## config.mk

```make
export PLATFORM = sky130hd
export DESIGN_NAME = fp_seq_multiplier
export DESIGN_NICKNAME = d
export VERILOG_FILES = /design/src/rtl/fp_pkg.sv /design/src/rtl/fp_mant_shift_add.sv /design/src/rtl/fp_seq_multiplier.sv
export SDC_FILE = /design/constraint.sdc
export NUM_CORES = 1
export LEC_CHECK = 0
export ABC_AREA = 0
export BUFFER_PORTS_ARGS = -buffer_cell sky130_fd_sc_hd__buf_2
export CAP_MARGIN = 20
export CORE_ASPECT_RATIO = 1.4
export CORE_MARGIN = 5
export CORE_UTILIZATION = 52
export DETAILED_ROUTE_END_ITERATION = 8
export GPL_TIMING_DRIVEN = 0
export PLACE_DENSITY = 0.71
export SLEW_MARGIN = 25
export SYNTH_ARGS = -nofsm -noshare
export SYNTH_HDL_FRONTEND = slang
export SYNTH_HIERARCHICAL = 1
export SYNTH_SLANG_ARGS = --single-unit
```

## constraint.sdc

```tcl
create_clock -name clk_in -period 8.7 [get_ports clk_in]
set_input_delay 1.74 -clock clk_in [delete_from_list [all_inputs] [get_ports clk_in]]
set_output_delay 1.74 -clock clk_in [all_outputs]
set_load 0.05 [all_outputs]
```

## src/rtl/fp_pkg.sv

```systemverilog
// Shared floating-point definitions for the sequential multiplier and divider:
// controller states, default format widths and field helpers.
package fp_pkg;

  localparam int FP_EXP_W  = 8;
  localparam int FP_MANT_W = 23;
  localparam int FP_W      = 1 + FP_EXP_W + FP_MANT_W;
  localparam int FP_BIAS   = (2 ** (FP_EXP_W - 1)) - 1;

  typedef enum logic [1:0] {
    IDLE = 2'd0,
    MULT = 2'd1,
    NORM = 2'd2,
    DONE = 2'd3
  } fp_state_e;

  function automatic int fp_bias(input int exp_w);
    return (2 ** (exp_w - 1)) - 1;
  endfunction

  function automatic logic fp_sign(input logic [FP_W-1:0] v);
    return v[FP_W-1];
  endfunction

  function automatic logic [FP_EXP_W-1:0] fp_exp(input logic [FP_W-1:0] v);
    return v[FP_W-2 -: FP_EXP_W];
  endfunction

  function automatic logic [FP_MANT_W-1:0] fp_mant(input logic [FP_W-1:0] v);
    return v[FP_MANT_W-1:0];
  endfunction

  function automatic logic [FP_W-1:0] fp_pack(input logic s,
                                              input logic [FP_EXP_W-1:0] e,
                                              input logic [FP_MANT_W-1:0] m);
    return {s, e, m};
  endfunction

endpackage

```

## src/rtl/fp_mant_shift_add.sv

```systemverilog
// Iterative mantissa multiplier: one multiplier bit per cycle, LSB first,
// accumulating the left-shifted multiplicand. Exposes the upper product bits.
module fp_mant_shift_add
  import fp_pkg::*;
#(
  parameter int MANT_WIDTH = FP_MANT_W
) (
  input  logic                  clk,
  input  logic                  rst_n,
  input  logic                  i_start,
  input  logic [MANT_WIDTH:0]   i_mcand,
  input  logic [MANT_WIDTH:0]   i_mplier,
  output logic                  o_busy,
  output logic                  o_last,
  output logic [MANT_WIDTH+1:0] o_product_hi
);

  localparam int PW = 2 * MANT_WIDTH + 2;
  localparam int CW = $clog2(MANT_WIDTH + 1);

  logic [PW-1:0]       r_mcand;
  logic [MANT_WIDTH:0] r_mplier;
  logic [PW-1:0]       r_acc;
  logic [CW-1:0]       r_cnt;
  logic                r_busy;

  // Shift-add iteration; the counter runs MANT_WIDTH down to 0 (MANT_WIDTH+1 steps)
  always_ff @(posedge clk or negedge rst_n) begin
    if (!rst_n) begin
      r_mcand  <= {PW{1'b0}};
      r_mplier <= {(MANT_WIDTH+1){1'b0}};
      r_acc    <= {PW{1'b0}};
      r_cnt    <= {CW{1'b0}};
      r_busy   <= 1'b0;
    end else if (i_start) begin
      r_mcand  <= {{(PW-MANT_WIDTH-1){1'b0}}, i_mcand};
      r_mplier <= i_mplier;
      r_acc    <= {PW{1'b0}};
      r_cnt    <= CW'(MANT_WIDTH);
      r_busy   <= 1'b1;
    end else if (r_busy) begin
      if (r_mplier[0]) begin
        r_acc <= r_acc + r_mcand;
      end else begin
        r_acc <= r_acc;
      end
      r_mcand  <= {r_mcand[PW-2:0], 1'b0};
      r_mplier <= {1'b0, r_mplier[MANT_WIDTH:1]};
      if (r_cnt == {CW{1'b0}}) begin
        r_busy <= 1'b0;
        r_cnt  <= r_cnt;
      end else begin
        r_busy <= 1'b1;
        r_cnt  <= r_cnt - {{(CW-1){1'b0}}, 1'b1};
      end
    end else begin
      r_busy <= 1'b0;
    end
  end

  assign o_busy       = r_busy;
  assign o_last       = r_busy & (r_cnt == {CW{1'b0}});
  assign o_product_hi = r_acc[PW-1:MANT_WIDTH];

endmodule

```

## src/rtl/fp_seq_multiplier.sv

```systemverilog
// Sequential floating-point multiplier: exponent add/unbias, iterative mantissa
// product, one-bit normalization, truncation and overflow/underflow flagging.
module fp_seq_multiplier
  import fp_pkg::*;
#(
  parameter int EXP_WIDTH  = FP_EXP_W,
  parameter int MANT_WIDTH = FP_MANT_W
) (
  input  logic                          clk_in,
  input  logic                          rst_n_in,
  input  logic                          start_in,
  input  logic [EXP_WIDTH+MANT_WIDTH:0] a_in,
  input  logic [EXP_WIDTH+MANT_WIDTH:0] b_in,
  output logic                          ready_out,
  output logic                          done_out,
  output logic [EXP_WIDTH+MANT_WIDTH:0] result_out,
  output logic                          overflow_out,
  output logic                          underflow_out
);

  localparam int XW = EXP_WIDTH + 2;
  localparam logic signed [XW-1:0] BIAS_S    = XW'(fp_bias(EXP_WIDTH));
  localparam logic signed [XW-1:0] EXP_MAX_S = XW'((2 ** EXP_WIDTH) - 1);
  localparam logic signed [XW-1:0] ZERO_S    = {XW{1'b0}};
  localparam logic signed [XW-1:0] ONE_S     = {{(XW-1){1'b0}}, 1'b1};

  fp_state_e              r_state;
  logic                   r_sign;
  logic signed [XW-1:0]   r_exp;

  logic                   w_a_sign;
  logic                   w_b_sign;
  logic [EXP_WIDTH-1:0]   w_a_exp;
  logic [EXP_WIDTH-1:0]   w_b_exp;
  logic [MANT_WIDTH-1:0]  w_a_mant;
  logic [MANT_WIDTH-1:0]  w_b_mant;
  logic                   w_zero;
  logic                   w_mul_start;
  logic signed [XW-1:0]   w_exp_sum;
  logic                   w_mul_busy;
  logic                   w_mul_last;
  logic [MANT_WIDTH+1:0]  w_prod_hi;
  logic signed [XW-1:0]   w_exp_norm;
  logic [MANT_WIDTH-1:0]  w_mant_norm;
  logic [EXP_WIDTH+MANT_WIDTH:0] w_res;
  logic                   w_ovf;
  logic                   w_unf;

  assign w_a_sign = a_in[EXP_WIDTH+MANT_WIDTH];
  assign w_b_sign = b_in[EXP_WIDTH+MANT_WIDTH];
  assign w_a_exp  = a_in[EXP_WIDTH+MANT_WIDTH-1:MANT_WIDTH];
  assign w_b_exp  = b_in[EXP_WIDTH+MANT_WIDTH-1:MANT_WIDTH];
  assign w_a_mant = a_in[MANT_WIDTH-1:0];
  assign w_b_mant = b_in[MANT_WIDTH-1:0];

  // Denormal (zero exponent field) operands are flushed to zero
  assign w_zero      = (w_a_exp == {EXP_WIDTH{1'b0}}) | (w_b_exp == {EXP_WIDTH{1'b0}});
  assign w_mul_start = (r_state == IDLE) & start_in & ~w_zero;
  assign w_exp_sum   = $signed({2'b00, w_a_exp}) + $signed({2'b00, w_b_exp}) - BIAS_S;

  fp_mant_shift_add #(
    .MANT_WIDTH(MANT_WIDTH)
  ) u_mant (
    .clk         (clk_in),
    .rst_n       (rst_n_in),
    .i_start     (w_mul_start),
    .i_mcand     ({1'b1, w_a_mant}),
    .i_mplier    ({1'b1, w_b_mant}),
    .o_busy      (w_mul_busy),
    .o_last      (w_mul_last),
    .o_product_hi(w_prod_hi)
  );

  // Normalize the 2.x product to 1.x, truncating the discarded bits
  always_comb begin
    w_exp_norm  = r_exp;
    w_mant_norm = w_prod_hi[MANT_WIDTH-1:0];
    if (w_prod_hi[MANT_WIDTH+1]) begin
      w_exp_norm  = r_exp + ONE_S;
      w_mant_norm = w_prod_hi[MANT_WIDTH:1];
    end else begin
      w_exp_norm  = r_exp;
      w_mant_norm = w_prod_hi[MANT_WIDTH-1:0];
    end
  end

  // Range check and packing of the normalized result
  always_comb begin
    w_res = {(EXP_WIDTH+MANT_WIDTH+1){1'b0}};
    w_ovf = 1'b0;
    w_unf = 1'b0;
    if (w_exp_norm >= EXP_MAX_S) begin
      w_res = {r_sign, {EXP_WIDTH{1'b1}}, {MANT_WIDTH{1'b0}}};
      w_ovf = 1'b1;
    end else if (w_exp_norm <= ZERO_S) begin
      w_res = {r_sign, {(EXP_WIDTH+MANT_WIDTH){1'b0}}};
      w_unf = 1'b1;
    end else begin
      w_res = {r_sign, w_exp_norm[EXP_WIDTH-1:0], w_mant_norm};
    end
  end

  // Controller FSM with registered handshake and result outputs
  always_ff @(posedge clk_in or negedge rst_n_in) begin
    if (!rst_n_in) begin
      r_state       <= IDLE;
      r_sign        <= 1'b0;
      r_exp         <= ZERO_S;
      ready_out     <= 1'b1;
      done_out      <= 1'b0;
      result_out    <= {(EXP_WIDTH+MANT_WIDTH+1){1'b0}};
      overflow_out  <= 1'b0;
      underflow_out <= 1'b0;
    end else begin
      case (r_state)
        IDLE: begin
          done_out <= 1'b0;
          if (start_in) begin
            r_sign    <= w_a_sign ^ w_b_sign;
            r_exp     <= w_exp_sum;
            ready_out <= 1'b0;
            if (w_zero) begin
              result_out    <= {w_a_sign ^ w_b_sign, {(EXP_WIDTH+MANT_WIDTH){1'b0}}};
              overflow_out  <= 1'b0;
              underflow_out <= 1'b0;
              done_out      <= 1'b1;
              r_state       <= DONE;
            end else begin
              r_state <= MULT;
            end
          end else begin
            ready_out <= 1'b1;
          end
        end
        MULT: begin
          // The mantissa unit must be running here; if not, recover to IDLE
          if (!w_mul_busy) begin
            r_state   <= IDLE;
            ready_out <= 1'b1;
          end else if (w_mul_last) begin
            r_state <= NORM;
          end else begin
            r_state <= MULT;
          end
        end
        NORM: begin
          result_out    <= w_res;
          overflow_out  <= w_ovf;
          underflow_out <= w_unf;
          done_out      <= 1'b1;
          r_state       <= DONE;
        end
        DONE: begin
          done_out  <= 1'b0;
          ready_out <= 1'b1;
          r_state   <= IDLE;
        end
        default: begin
          done_out  <= 1'b0;
          ready_out <= 1'b1;
          r_state   <= IDLE;
        end
      endcase
    end
  end

endmodule

```

## Yosys cells after proc, flatten, opt, wreduce, memory -nomap -nowiden

Index checks and enable logic that the tools add are counted.

- Flip-flop bits (word level): 175
- Latch bits: 0
- RAM bits: 0
- ROM bits: 0
- Bits of input ports: 67
- Logic and storage cells: 85
- Memories kept: 0

- Add/sub/neg operators: 5
- Multipliers: 0
- Divide/modulo/power cells: 0
- $lt $le $gt $ge: 2
- Equality and inequality tests: 7
- Shift operators: 0
- Muxes and demuxes: 38
- Bitwise operators: 6
- Reduce and logical (&&, ||, !) cells: 14

Operators by type and width:

| operator | number |
|---|---|
| 48-bit two-way mux | 5 |
| 32-bit two-way mux | 2 |
| 32-bit one-hot mux with 2 select lines | 1 |
| 31-bit two-way mux | 2 |
| 48-bit adder | 1 |
| 24-bit two-way mux | 2 |
| 23-bit two-way mux | 1 |
| 8-bit logical NOT | 2 |
| 5-bit two-way mux | 3 |
| 1-bit two-way mux | 12 |
| 10-bit by 2-bit adder with 10-bit output, second input constant | 1 |
| 10-bit by 9-bit >= comparator with 1-bit output, second input constant | 1 |
| 10-bit by 1-bit less-or-equal comparator with 1-bit output, second input constant | 1 |
| 10-bit two-way mux | 1 |
| 9-bit by 7-bit subtractor with 10-bit output, second input constant | 1 |
| 8-bit by 8-bit adder with 9-bit output | 1 |
| 2-bit two-way mux | 4 |
| 2-bit one-hot mux with 4 select lines | 1 |
| 2-bit AND reduction | 4 |
| 2-bit != test, second input constant | 3 |
| 1-bit one-hot mux with 3 select lines | 2 |
| 2-bit nonzero test | 3 |
| 3-bit nonzero test | 2 |
| 5-bit logical NOT | 1 |
| other kinds (11) | 15 |

## Depth between registers and ports, before layout

Gate-level depths: netlist of the first run.

- Depth after elaboration: 6
- Gate-level depth with buffers: 11
- Gate-level depth less buffers: 11

## Modules after synthesis

The synthesis of the first run kept the hierarchy.

Modules (own cells, without submodules):

| module | instances | cells an instance | area an instance (sq um) | sequential area each (sq um) |
|---|---|---|---|---|
| fp_mant_shift_add | 1 | 904 | 8121.5 | 3153.0 |
| fp_seq_multiplier | 1 | 312 | 3305.7 | 1227.4 |

## Worst setup path after synthesis of the first run

Ideal clock, no wire load.

- Kind: input-to-reg
- Start: input port a_in[24]
- End: register r_exp[7]
- Data arrival time: 3.544 ns
- Data required time: 8.605 ns
- Slack: 5.061 ns
- Stages: 8
- Cells stage by stage: ha_1 ha_1 fa_1 a21o_1 a21oi_1 o21ai_0 and3b_1 o31ai_1

- Cells in the longest elaborated chain, start to end: 2

RTL lines:

| item | RTL line | RTL |
|---|---|---|
| start, declared | fp_seq_multiplier.sv:12 | `input logic [EXP_WIDTH+MANT_WIDTH:0] a_in,` |
| 8-bit by 8-bit adder with 9-bit output | fp_seq_multiplier.sv:59 | `assign w_exp_sum = $signed({2'b00, w_a_exp}) + $signed({2'b00, w_b_exp}) - BIAS_S;` |
| 9-bit by 7-bit subtractor with 10-bit output | fp_seq_multiplier.sv:59 |  |
| end signal, assigned | fp_seq_multiplier.sv:120 | `r_exp <= w_exp_sum;` |
| end, declared | fp_seq_multiplier.sv:29 | `logic signed [XW-1:0] r_exp;` |

No other way between the ends.
A chain may end at the register's enable or synchronous reset.

## Worst setup path in the final report of the first run

- Start: input port start_in
- End: register u_mant.r_mcand[34]

- Cells in the longest elaborated chain, start to end: 3

RTL lines:

| item | RTL line | RTL |
|---|---|---|
| start, declared | fp_seq_multiplier.sv:11 | `input logic start_in,` |
| 1-bit AND (*) (2 in series) | fp_seq_multiplier.sv:58 | `assign w_mul_start = (r_state == IDLE) & start_in & ~w_zero;` |
| named net w_mul_start | fp_seq_multiplier.sv:38 | `logic w_mul_start;` |
| 48-bit two-way mux or 2-bit nonzero test (tied branches) | - |  |
| end signal, assigned | fp_mant_shift_add.sv:30 | `r_mcand <= {PW{1'b0}};` |
| end signal, assigned | fp_mant_shift_add.sv:36 | `r_mcand <= {{(PW-MANT_WIDTH-1){1'b0}}, i_mcand};` |
| end signal, assigned | fp_mant_shift_add.sv:47 | `r_mcand <= {r_mcand[PW-2:0], 1'b0};` |
| end, declared | fp_mant_shift_add.sv:21 | `logic [PW-1:0] r_mcand;` |

Mark *: on every way through the listed nets, which the timed path passes. The rest lies on a longest branch.

==> results.py, run 1 <==
metrics = {
    "final_layout": {
        "drive_above_1_share_pct": 17.5,
        "layout.nets": 1474,
        "synthToLayoutAreaGrowth_pct": 13.4,
        "n_antenna_cell": 0,
    },
    "global_route": {
        "grt_pass1_vias": 9216,
        "antenna_found_initial": 0,
        "grt-ovfl-total": 0,
        "grt_max_degree": 76,
        "grt_pass1_wl_mm": 44.3,
        "grt_use_total_pct": 21.7,
    },
    "timing": {
        "min_period_over_period_pct": 46.1,
        "fmax_mhz": 249,
        "max_slew_margin_pct": 38.2,
        "layout_setup_ws_ns": 4.69,
        "worst_pin_slew_ns": 0.928,
        "report.final.slew_viol_count": 0,
        "rsz0062_at_grt": "false",
        "finalSetupTns_ns": 0,
        "final_hold_viol_count": 0,
        "fin_crit_ns": 4.01,
        "setup_viol": 0,
        "skew_ns": 0.0114,
    },
    "drt": {
        "routed_via_density": 5.55,
        "drt_iter0_drc": 427,
        "num_vias": 9151,
        "drcViolationCount": 0,
        "drt_wl_total_mm": 26.3,
        "routedWlPerCell_um": 15.9,
        "antenna_left": 0,
        "drtPass1Iterations": 5,
    },
    "synth": {
        "synth_cell_types": 85,
        "yosysMostFrequentCell": "dfrtp_1",
        "synth_ff_type": "dfrtp_1",
        "synth_edf_count": 0,
        "synth-seq-area-share_pct": 38.3,
        "synth_area_per_cell_um2": 9.40,
        "yosysTopAreaCell": "dfrtp_1",
        "syn-instance-count": 1216,
        "yosysWarningCount": 6,
        "synth_area_leaders": "dfrtp_1, mux2i_1, ha_1, nand2_1, o21ai_0",
        "ys_ff_latch": 175,
        "synth-async-reset-ratio_pct": 100,
        "netlist_top_cells_count": "dfrtp_1, nand2_1, o21ai_0",
        "synth_area_um2": 11400,
        "synth_top_cell_area_share_pct": 38.1,
    },
    "clock_network": {
        "tritoncts": "done",
        "cts_setup_buffers": 0,
        "clock_sinks": 175,
        "h-tree-depth": 4,
        "root_buffer": "clkbuf_16",
        "clk_pin_slew_ns": 0.07,
        "ctsResizeCount": 0,
        "cts_buffers": 17,
        "clockBufferDepth": 2,
        "holdBufCountCts": 0,
        "clock_latency_ns": 0.45,
    },
    "worst_setup_path": {
        "r2r_setup_slack_ns": 5.25,
        "cpMostUsedCell": "clkbuf_1",
        "r2r-end": "u_mant/r_acc[42]",
        "cp.arrival_ns": 4.31,
        "cp-end-kind": "register",
        "max_stage_delay_ns": 0.51,
        "crit_family": "buffers and inverters",
        "crit_chain": "buf_2 -> nand2b_1 -> nor2_1 -> and3_1 -> clkbuf_1 -> clkbuf_1 -> clkbuf_1 -> nor2_1",
        "cp_num_buf_inv": 4,
        "reg2reg_depth": 11,
        "path_class": "input pin to register",
        "cp_data_required_time_ns": 9.00,
        "slowest_stage": "clkbuf_1",
        "critPathLaunchType": "input pin",
        "r2r_start": "u_mant/r_mcand[0]",
        "cp_max_fo": 10,
    },
    "placement": {
        "dp_hpwl_mm": 20.3,
        "post-place-ws_ns": 4.23,
        "gp_routability_congestion": 0.919,
        "numPortBuffers": 102,
    },
    "outcome": {
        "status": "completed",
    },
    "pwr": {
        "p_per_area_nw_per_um2": 339,
        "leakage_nw": 6.39,
        "ir_drop_mv": 0.176,
    },
    "hold_path": {
        "whs_path_depth": 1,
        "min_from": "result_out[29]",
        "hold_end": "result_out[29]",
        "hold_path_class": "register to register",
    },
    "floorplanning": {
        "rows": 64,
        "coreArea_um2": 21800,
        "die_area_um2": 25100,
        "die_h_um": 185,
        "ios": 103,
        "initial_core_util_pct": 52.5,
        "die_x_um": 135,
    },
    "job": {
        "cap_violations": 0,
    },
}
==> per-layer routing <==
metal  part of all wire (%)  GRT usage, %  vias up
met2                     52          39.9      164
met4                    2.0          6.53        0
met3                    3.4          3.07       37
met5                      0             0        -
met1                     43          26.3     4360
li1                       -             -     4590
==> where the power goes <==
group          internal (W)  switching, W  leakage [nW]  total, W
logic              0.000908       0.00137          3.83   0.00228
clock network      0.000404      0.000352         0.279  0.000756
registers           0.00112      0.000243          2.28   0.00136
==> layout make-up <==
cell class              instances  area [um^2]
inverters                      21         78.8
plain buffers                 101          624
fillers                      1999         8830
clock inverters                14          146
flip-flops and latches        175         4380
well taps                     297          372
clock buffers                  18          429
repair buffers                104          576
multi-input cells             920         6350
==> cells by family (layout without fill, tap and decap cells) <==
logic type | count (synthesis) | after routing | share of synthesized area (%)
compound gates | 331 | 331 | 19.3
xor+xnor | 58 | 58 | 4.45
fa+ha+maj | 67 | 67 | 7.47
buf+inv | 122 | 258 | 6.15
flops | 175 | 175 | 38.3
mux | 98 | 98 | 8.58
other cells | 1 | 2 | 0.0328
simple gates | 364 | 364 | 15.7
==> flip-flops by register name (all words and copies together), names as in the netlist <==
signal,flops
u_mant/r_mcand,48
u_mant/r_mplier,24
done_out,1
u_mant/r_acc,48
result_out,32
u_mant/r_cnt,5
overflow_out,1
r_state,2
ready_out,1
u_mant/o_busy,1
r_exp,10
underflow_out,1
r_sign,1
==> how the worst max path moves through the flow <==
stage / from / to / cells past startpoint
floorplan: a_in[24] / r_exp[7] / 8
global route: start_in / u_mant/r_mcand[31] / 8
finish: start_in / u_mant/r_mcand[34] / 8
global placement: rst_n_in / u_mant/r_mplier[18] / 1
detailed placement: start_in / u_mant/r_mcand[31] / 8
CTS: start_in / u_mant/r_mcand[34] / 8
==> metrics by stage <==
stage | cell area (um^2) | power [W] | instances | utilization [%] | hold WS [ns]
global placement | 12300 | 0.00358 | 1616 | 56.5 | 0.453
CTS | 13000 | 0.00442 | 1650 | 59.5 | 0.479
floorplan | 11400 | 0.00311 | 1217 | - | 0.454
detailed placement | 12400 | 0.00364 | 1618 | 56.8 | 0.463
finish | 13000 | 0.00439 | 1650 | 59.5 | 0.474
global route | 13000 | 0.00475 | 1650 | 59.5 | 0.488
==> placed cells by master, fill, tap and decap left out, types with 23 or more instances in the layout <==
cell type | synthesis | routed
dfrtp_1 | 174 | 174
ha_1 | 65 | 65
buf_2 | 12 | 113
a32o_1 | 23 | 23
o21ai_0 | 114 | 114
buf_4 | 25 | 25
mux2i_1 | 98 | 98
clkbuf_1 | 43 | 44
a21oi_1 | 67 | 67
xnor2_1 | 36 | 36
nor2_1 | 62 | 62
a21o_1 | 31 | 31
nand2_1 | 160 | 160
Power figures use the tool's default switching activity.
==> run 2: changes to the inputs <==
ABC_AREA = 1   (was 0)
PLACE_DENSITY = 0.74   (was 0.71)
clock period = 3.3 ns   (was 8.7 ns; I/O delays follow)
==> run 2 against run 1 <==
Cell area is 9.2% higher. Via count is 33% higher. Power grew to 3.1 times the previous value. Critical endpoint is now u_mant/r_mcand[17]. Largest power group unchanged.
==> results.py, run 2 <==
metrics = {
    "final_layout": {
        "synthToLayoutAreaGrowth_pct": 12.2,
        "layout.nets": 2146,
        "drive_above_1_share_pct": 13.0,
        "n_antenna_cell": 0,
        "fill_cells": 2341,
        "final_common_cell": "nand2_1",
        "final_cell_mix": "nand2_1, inv_1, dfrtp_1, nand3_1, nor2_1",
        "reg.largest.list": "u_mant/r_acc: 48 flops, u_mant/r_mcand: 48 flops, result_out: 32 flops",
        "multi_input_area_um2": 6680,
        "ff_latch_area_um2": 4380,
        "final_cells": 2333,
    },
    "synth": {
        "synth_cell_types": 48,
        "yosysWarningCount": 6,
        "syn-instance-count": 1888,
        "yosysTopAreaCell": "dfrtp_1",
        "synth-seq-area-share_pct": 34.8,
        "synth-async-reset-ratio_pct": 100,
        "yosysMostFrequentCell": "nand2_1",
        "synth_ff_type": "dfrtp_1",
        "netlist_top_cells_count": "nand2_1, inv_1, dfrtp_1",
        "synth_top_cell_area_share_pct": 34.5,
        "synth_area_um2": 12600,
        "synth_area_per_cell_um2": 6.68,
        "ys_ff_latch": 175,
        "synth_edf_count": 0,
        "synth_area_leaders": "dfrtp_1, nand2_1, inv_1, ha_1, nand3_1",
    },
    "outcome": {
        "status": "completed",
    },
    "global_route": {
        "antenna_found_initial": 0,
        "grt_pass1_vias": 11878,
        "grt_pass1_wl_mm": 60.7,
        "met1_usage_pct": 30.7,
        "grtUsageMet2_pct": 50.3,
        "grt-ovfl-total": 0,
        "met3_usage_pct": 3.75,
        "grt_use_total_pct": 27.8,
        "grt_max_degree": 88,
        "top_usage_layer": "met2",
    },
    "timing": {
        "worst_pin_slew_ns": 0.708,
        "report.final.slew_viol_count": 0,
        "fin_crit_ns": 2.76,
        "final_hold_viol_count": 0,
        "skew_ns": 0.0169,
        "hold_slack_ns": 0.0898,
        "layout_setup_ws_ns": 0.543,
        "rsz0062_at_grt": "false",
        "max_slew_margin_pct": 52.8,
        "min_period_over_period_pct": 83.5,
        "fmax_mhz": 363,
        "finalSetupTns_ns": 0,
        "setup_viol": 0,
    },
    "worst_setup_path": {
        "cp-end-kind": "register",
        "cp_max_fo": 10,
        "reg2reg_depth": 11,
        "critPathLaunchType": "register",
        "cp.arrival_ns": 3.10,
        "path_class": "register to register",
        "cp_data_required_time_ns": 3.65,
    },
    "clock_network": {
        "root_buffer": "clkbuf_16",
        "clockBufferDepth": 2,
        "cts_buffers": 17,
        "clock_latency_ns": 0.44,
        "h-tree-depth": 4,
        "cts_setup_buffers": 0,
        "clock_sinks": 175,
        "tritoncts": "done",
        "holdBufCountCts": 0,
        "clk_pin_slew_ns": 0.08,
        "ctsResizeCount": 0,
    },
    "drt": {
        "routedWlPerCell_um": 16.1,
        "drtPass1Iterations": 8,
        "num_vias": 12149,
        "drcViolationCount": 0,
        "routed_via_density": 5.21,
        "antenna_left": 0,
        "drt_wl_total_mm": 37.7,
        "drt_iter0_drc": 697,
    },
    "pwr": {
        "leakage_nw": 7.96,
        "ir_drop_mv": 0.660,
        "p_per_area_nw_per_um2": 955,
    },
    "floorplanning": {
        "rows": 67,
        "ios": 103,
        "initial_core_util_pct": 52.8,
        "coreArea_um2": 23900,
        "die_area_um2": 27500,
        "die_x_um": 142,
        "die_h_um": 194,
    },
    "placement": {
        "dp_hpwl_mm": 30.7,
        "placed_cells": 2303,
        "numPortBuffers": 102,
        "post-place-ws_ns": 0.467,
        "gp_routability_congestion": 0.972,
    },
    "hold_path": {
        "hold_path_class": "input pin to async pin",
    },
    "job": {
        "cap_violations": 0,
    },
}
[run 2: kinds of logic after synthesis]
family | synth area share (%)
AOI/OAI and AO/OA | 9.33
adders and majority gates | 6.77
buffers and inverters | 12.3
and+or+nand+nor | 35.9
muxes | 0.238
xor gates and xnor gates | 0.685
other | 0.0298
DFF | 34.8
[run 2: worst paths after layout]
kind                                       start             endpoint  slack, ns
worst max-delay path                  r_state[0]   u_mant/r_mcand[17]       0.54
worst min-delay path                    rst_n_in        result_out[7]       0.09
worst max register to register        r_state[0]   u_mant/r_mcand[17]       0.54
worst min register to register  u_mant/r_acc[14]     u_mant/r_acc[14]       0.49
max in group asynchronous               rst_n_in  u_mant/r_mplier[19]       2.20
min in group clk_in                      a_in[0]    u_mant/r_mcand[0]       0.43
[run 2: final cells by class]
class | count | share of cell area, %
Sequential cell | 175 | 31.0
Tap cell | 310 | 2.74
Buffer | 79 | 3.24
Multi-Input combinational cell | 1344 | 47.2
Clock inverter | 12 | 1.03
Timing Repair Buffer | 104 | 4.07
Inverter | 291 | 7.72
Clock buffer | 18 | 3.03
[run 2: power by group]
group	switching [W]	leakage (nW)	internal (W)
clock network	0.000939	0.286	0.00113
registers	0.000695	2.25	0.00304
logic	0.00530	5.43	0.00240
total	0.00694	7.96	0.00657
[run 2: critical path: stages, from the launching register on]
cell,delay (ns)
dfrtp_1,0.36
clkbuf_1,0.19
nor2_1,0.13
inv_1,0.07
nor2_1,0.35
inv_2,0.18
nor2_1,0.13
buf_2,0.21
buf_2,0.34
buf_1,0.47
nand2_1,0.12
o221ai_1,0.10
[run 2: per-stage QoR]
step	power [W]	util (%)	instance area [um^2]
finish	0.0135	59.2	14100
global placement	0.0112	56.5	13500
floorplan	0.00916	-	12600
detailed placement	0.0114	56.8	13600
CTS	0.0135	59.2	14100
global route	0.0146	59.2	14100
[run 2: per-layer routing]
layer	up-vias	routed length, um
li1	6184	-
met1	5588	14300
met2	290	19600
met3	87	1420
met4	0	2340
met5	-	0
==> run 3: changes to the inputs <==
ABC_AREA = 0   (was 1)
clock period = 2.2 ns   (was 3.3 ns; I/O delays follow)
==> run 3 against run 2 <==
The flow now finishes with violations (negative setup slack). Sequential share of layout area grew 1.5 points. Fmax shrank 10%. Combinational power grew 29%. Via count shrank 22%. Cell area shrank 4.5%. Power grew 35%. Routed wire length shrank 28%. Setup slack lost 1.4 ns. Register-to-register slack lost 1.4 ns. Final cell count shrank 28%. Critical endpoint is now u_mant/r_acc[40]. Utilization grew 2.8 points.
==> results.py, run 3 (synthesis gave the netlist of run 1 again) <==
metrics = {
    "outcome": {
        "status": "complete, but fails checks",
        "violations": "negative setup slack",
    },
    "final_layout": {
        "layout.nets": 1497,
        "final_cells": 1673,
        "drive_above_1_share_pct": 23.6,
        "reg.largest.list": "u_mant/r_acc: 48 flops, u_mant/r_mcand: 48 flops, result_out: 32 flops",
        "synthToLayoutAreaGrowth_pct": 18.2,
        "design_area_um2": 13500,
        "n_antenna_cell": 0,
        "final_cell_mix": "dfrtp_1, nand2_1, buf_2, mux2i_1, o21ai_0",
        "final_common_cell": "dfrtp_1",
    },
    "placement": {
        "placed_cells": 1618,
        "gp_routability_congestion": 0.932,
        "placed_area_um2": 12500,
        "dp_hpwl_mm": 20.1,
        "numPortBuffers": 102,
        "post-place-ws_ns": -1.01,
    },
    "floorplanning": {
        "rows": 64,
        "ios": 103,
        "initial_core_util_pct": 52.5,
        "die_area_um2": 25100,
        "die_x_um": 135,
        "coreArea_um2": 21800,
        "die_h_um": 185,
    },
    "pwr": {
        "ir_drop_mv": 0.654,
        "p_per_area_nw_per_um2": 1350,
        "leakage_nw": 6.69,
    },
    "worst_setup_path": {
        "crit_family": "compound AO/OA/AOI/OAI gates",
        "r2r_setup_slack_ns": -0.87,
        "path_class": "register to register",
        "r2r_start": "u_mant/r_mcand[0]",
        "critPathCapture": "u_mant/r_acc[40]",
        "cp_data_required_time_ns": 2.51,
        "crit_cells": 12,
        "r2r-end": "u_mant/r_acc[40]",
        "slowest_stage": "dfrtp_1",
        "reg2reg_depth": 12,
        "cp_num_buf_inv": 1,
        "cp-startpoint": "u_mant/r_mcand[0]",
        "cp_max_fo": 3,
        "crit_chain": "ha_2 -> fa_2 -> a21o_4 -> a311oi_4 -> buf_4 -> o21ai_4 -> a211oi_4 -> o31a_4 -> a31oi_4 -> a21oi_2 -> nor4_1 -> or3_1",
        "critPathLaunchType": "register",
        "max_stage_delay_ns": 0.40,
        "cp.arrival_ns": 3.38,
        "cp-end-kind": "register",
    },
    "timing": {
        "rsz0062_at_grt": "true",
        "skew_ns": 0.0137,
        "report.final.slew_viol_count": 0,
        "setup_viol": 38,
        "final_hold_viol_count": 0,
        "fin_crit_ns": 3.07,
        "min_period_over_period_pct": 140,
        "max_slew_margin_pct": 37.1,
        "layout_setup_ws_ns": -0.869,
        "fmax_mhz": 326,
        "worst_pin_slew_ns": 0.942,
    },
    "drt": {
        "drt_iter0_drc": 443,
        "drtPass1Iterations": 5,
        "antenna_left": 0,
        "drcViolationCount": 0,
        "drt_wl_total_mm": 27.0,
        "num_vias": 9441,
        "routed_via_density": 5.64,
        "routedWlPerCell_um": 16.1,
    },
    "hold_path": {
        "hold_path_class": "input pin to register",
    },
    "clock_network": {
        "clk_pin_slew_ns": 0.08,
        "clockBufferDepth": 2,
        "h-tree-depth": 4,
        "root_buffer": "clkbuf_16",
        "clock_sinks": 175,
        "tritoncts": "done",
        "clock_latency_ns": 0.43,
        "cts_buffers": 17,
    },
    "global_route": {
        "grt-ovfl-total": 0,
        "grt_pass1_vias": 9354,
        "antenna_found_initial": 0,
        "grt_pass1_wl_mm": 44.7,
        "grt_use_total_pct": 21.8,
        "grt_max_degree": 81,
    },
    "job": {
        "cap_violations": 0,
    },
}
==> run 3: changes by cell type in the layout (fill, tap and decap cells not counted), sizes merged, moves of 73 or more <==
cell / delta
o21ai: +74
nand3: -149
mux2i: +95
nand2: -532
nor2: -73
inv: -273
==> run 3: repair_timing <==
| action | 4_1_cts | 5_1_grt |
|---|---|---|
| pin swaps | 23 | 13 |
| hold endpoints to repair | 46 | 0 |
| gates resized for setup | 59 | 32 |
| setup buffers | 18 | 8 |
| hold buffers | 1 | 0 |
| endpoints found under the setup margin | 149 | 103 |
==> run 3: power breakdown <==
part	internal, W	leakage (nW)	switching, W
Clock	0.00157	0.281	0.00137
Sequential	0.00442	2.28	0.000987
Combinational	0.00417	4.13	0.00578
==> run 3: metrics by stage <==
| stage | hold WS, ns | setup TNS, ns | utilization (%) | power, W |
|---|---|---|---|---|
| floorplan | 0.144 | -4.74 | - | 0.0125 |
| global placement | 0.454 | -451.63 | 57.0 | 0.0143 |
| detailed placement | 0.356 | -101.93 | 57.3 | 0.0146 |
| CTS | 0.193 | -14.05 | 61.4 | 0.0180 |
| global route | 0.206 | -20.98 | 62.0 | 0.0196 |
| finish | 0.208 | -17.05 | 62.0 | 0.0183 |
==> run 3: how the worst min path moves through the flow <==
stage,startpoint,endpoint,depth (start not counted)
global route,a_in[6],u_mant/r_mcand[6],3
global placement,result_out[26],result_out[26],1
CTS,a_in[7],u_mant/r_mcand[7],3
finish,a_in[7],u_mant/r_mcand[7],3
detailed placement,rst_n_in,u_mant/r_mplier[18],1
floorplan,rst_n_in,done_out,0
==> run 3: per-layer routing <==
layer | wire, um | global-route usage (%) | share of wire, % | vias up
met1 | 11200 | 26.1 | 42 | 4515
met2 | 13900 | 39.3 | 52 | 237
met3 | 1130 | 3.75 | 4.2 | 51
li1 | - | - | - | 4638
met5 | 0 | 0 | 0 | -
met4 | 701 | 7.54 | 2.6 | 0
==> run 3: area by class of cell <==
class,count,area [um^2]
inverter,21,78.8
clock inverter,12,101
multi-input combinational,920,6650
tap,297,372
timing repair buffer,129,781
fill,1907,8270
clock buffer,20,467
sequential,175,4380
buffer,99,682
==> run 3: worst min-delay path, delay by kind of cell <==
kind                   cells  cell delay (ns)
and+or+nand+nor            1             0.04
buffers and inverters      1             0.07
AOI/OAI and AO/OA          1             0.05
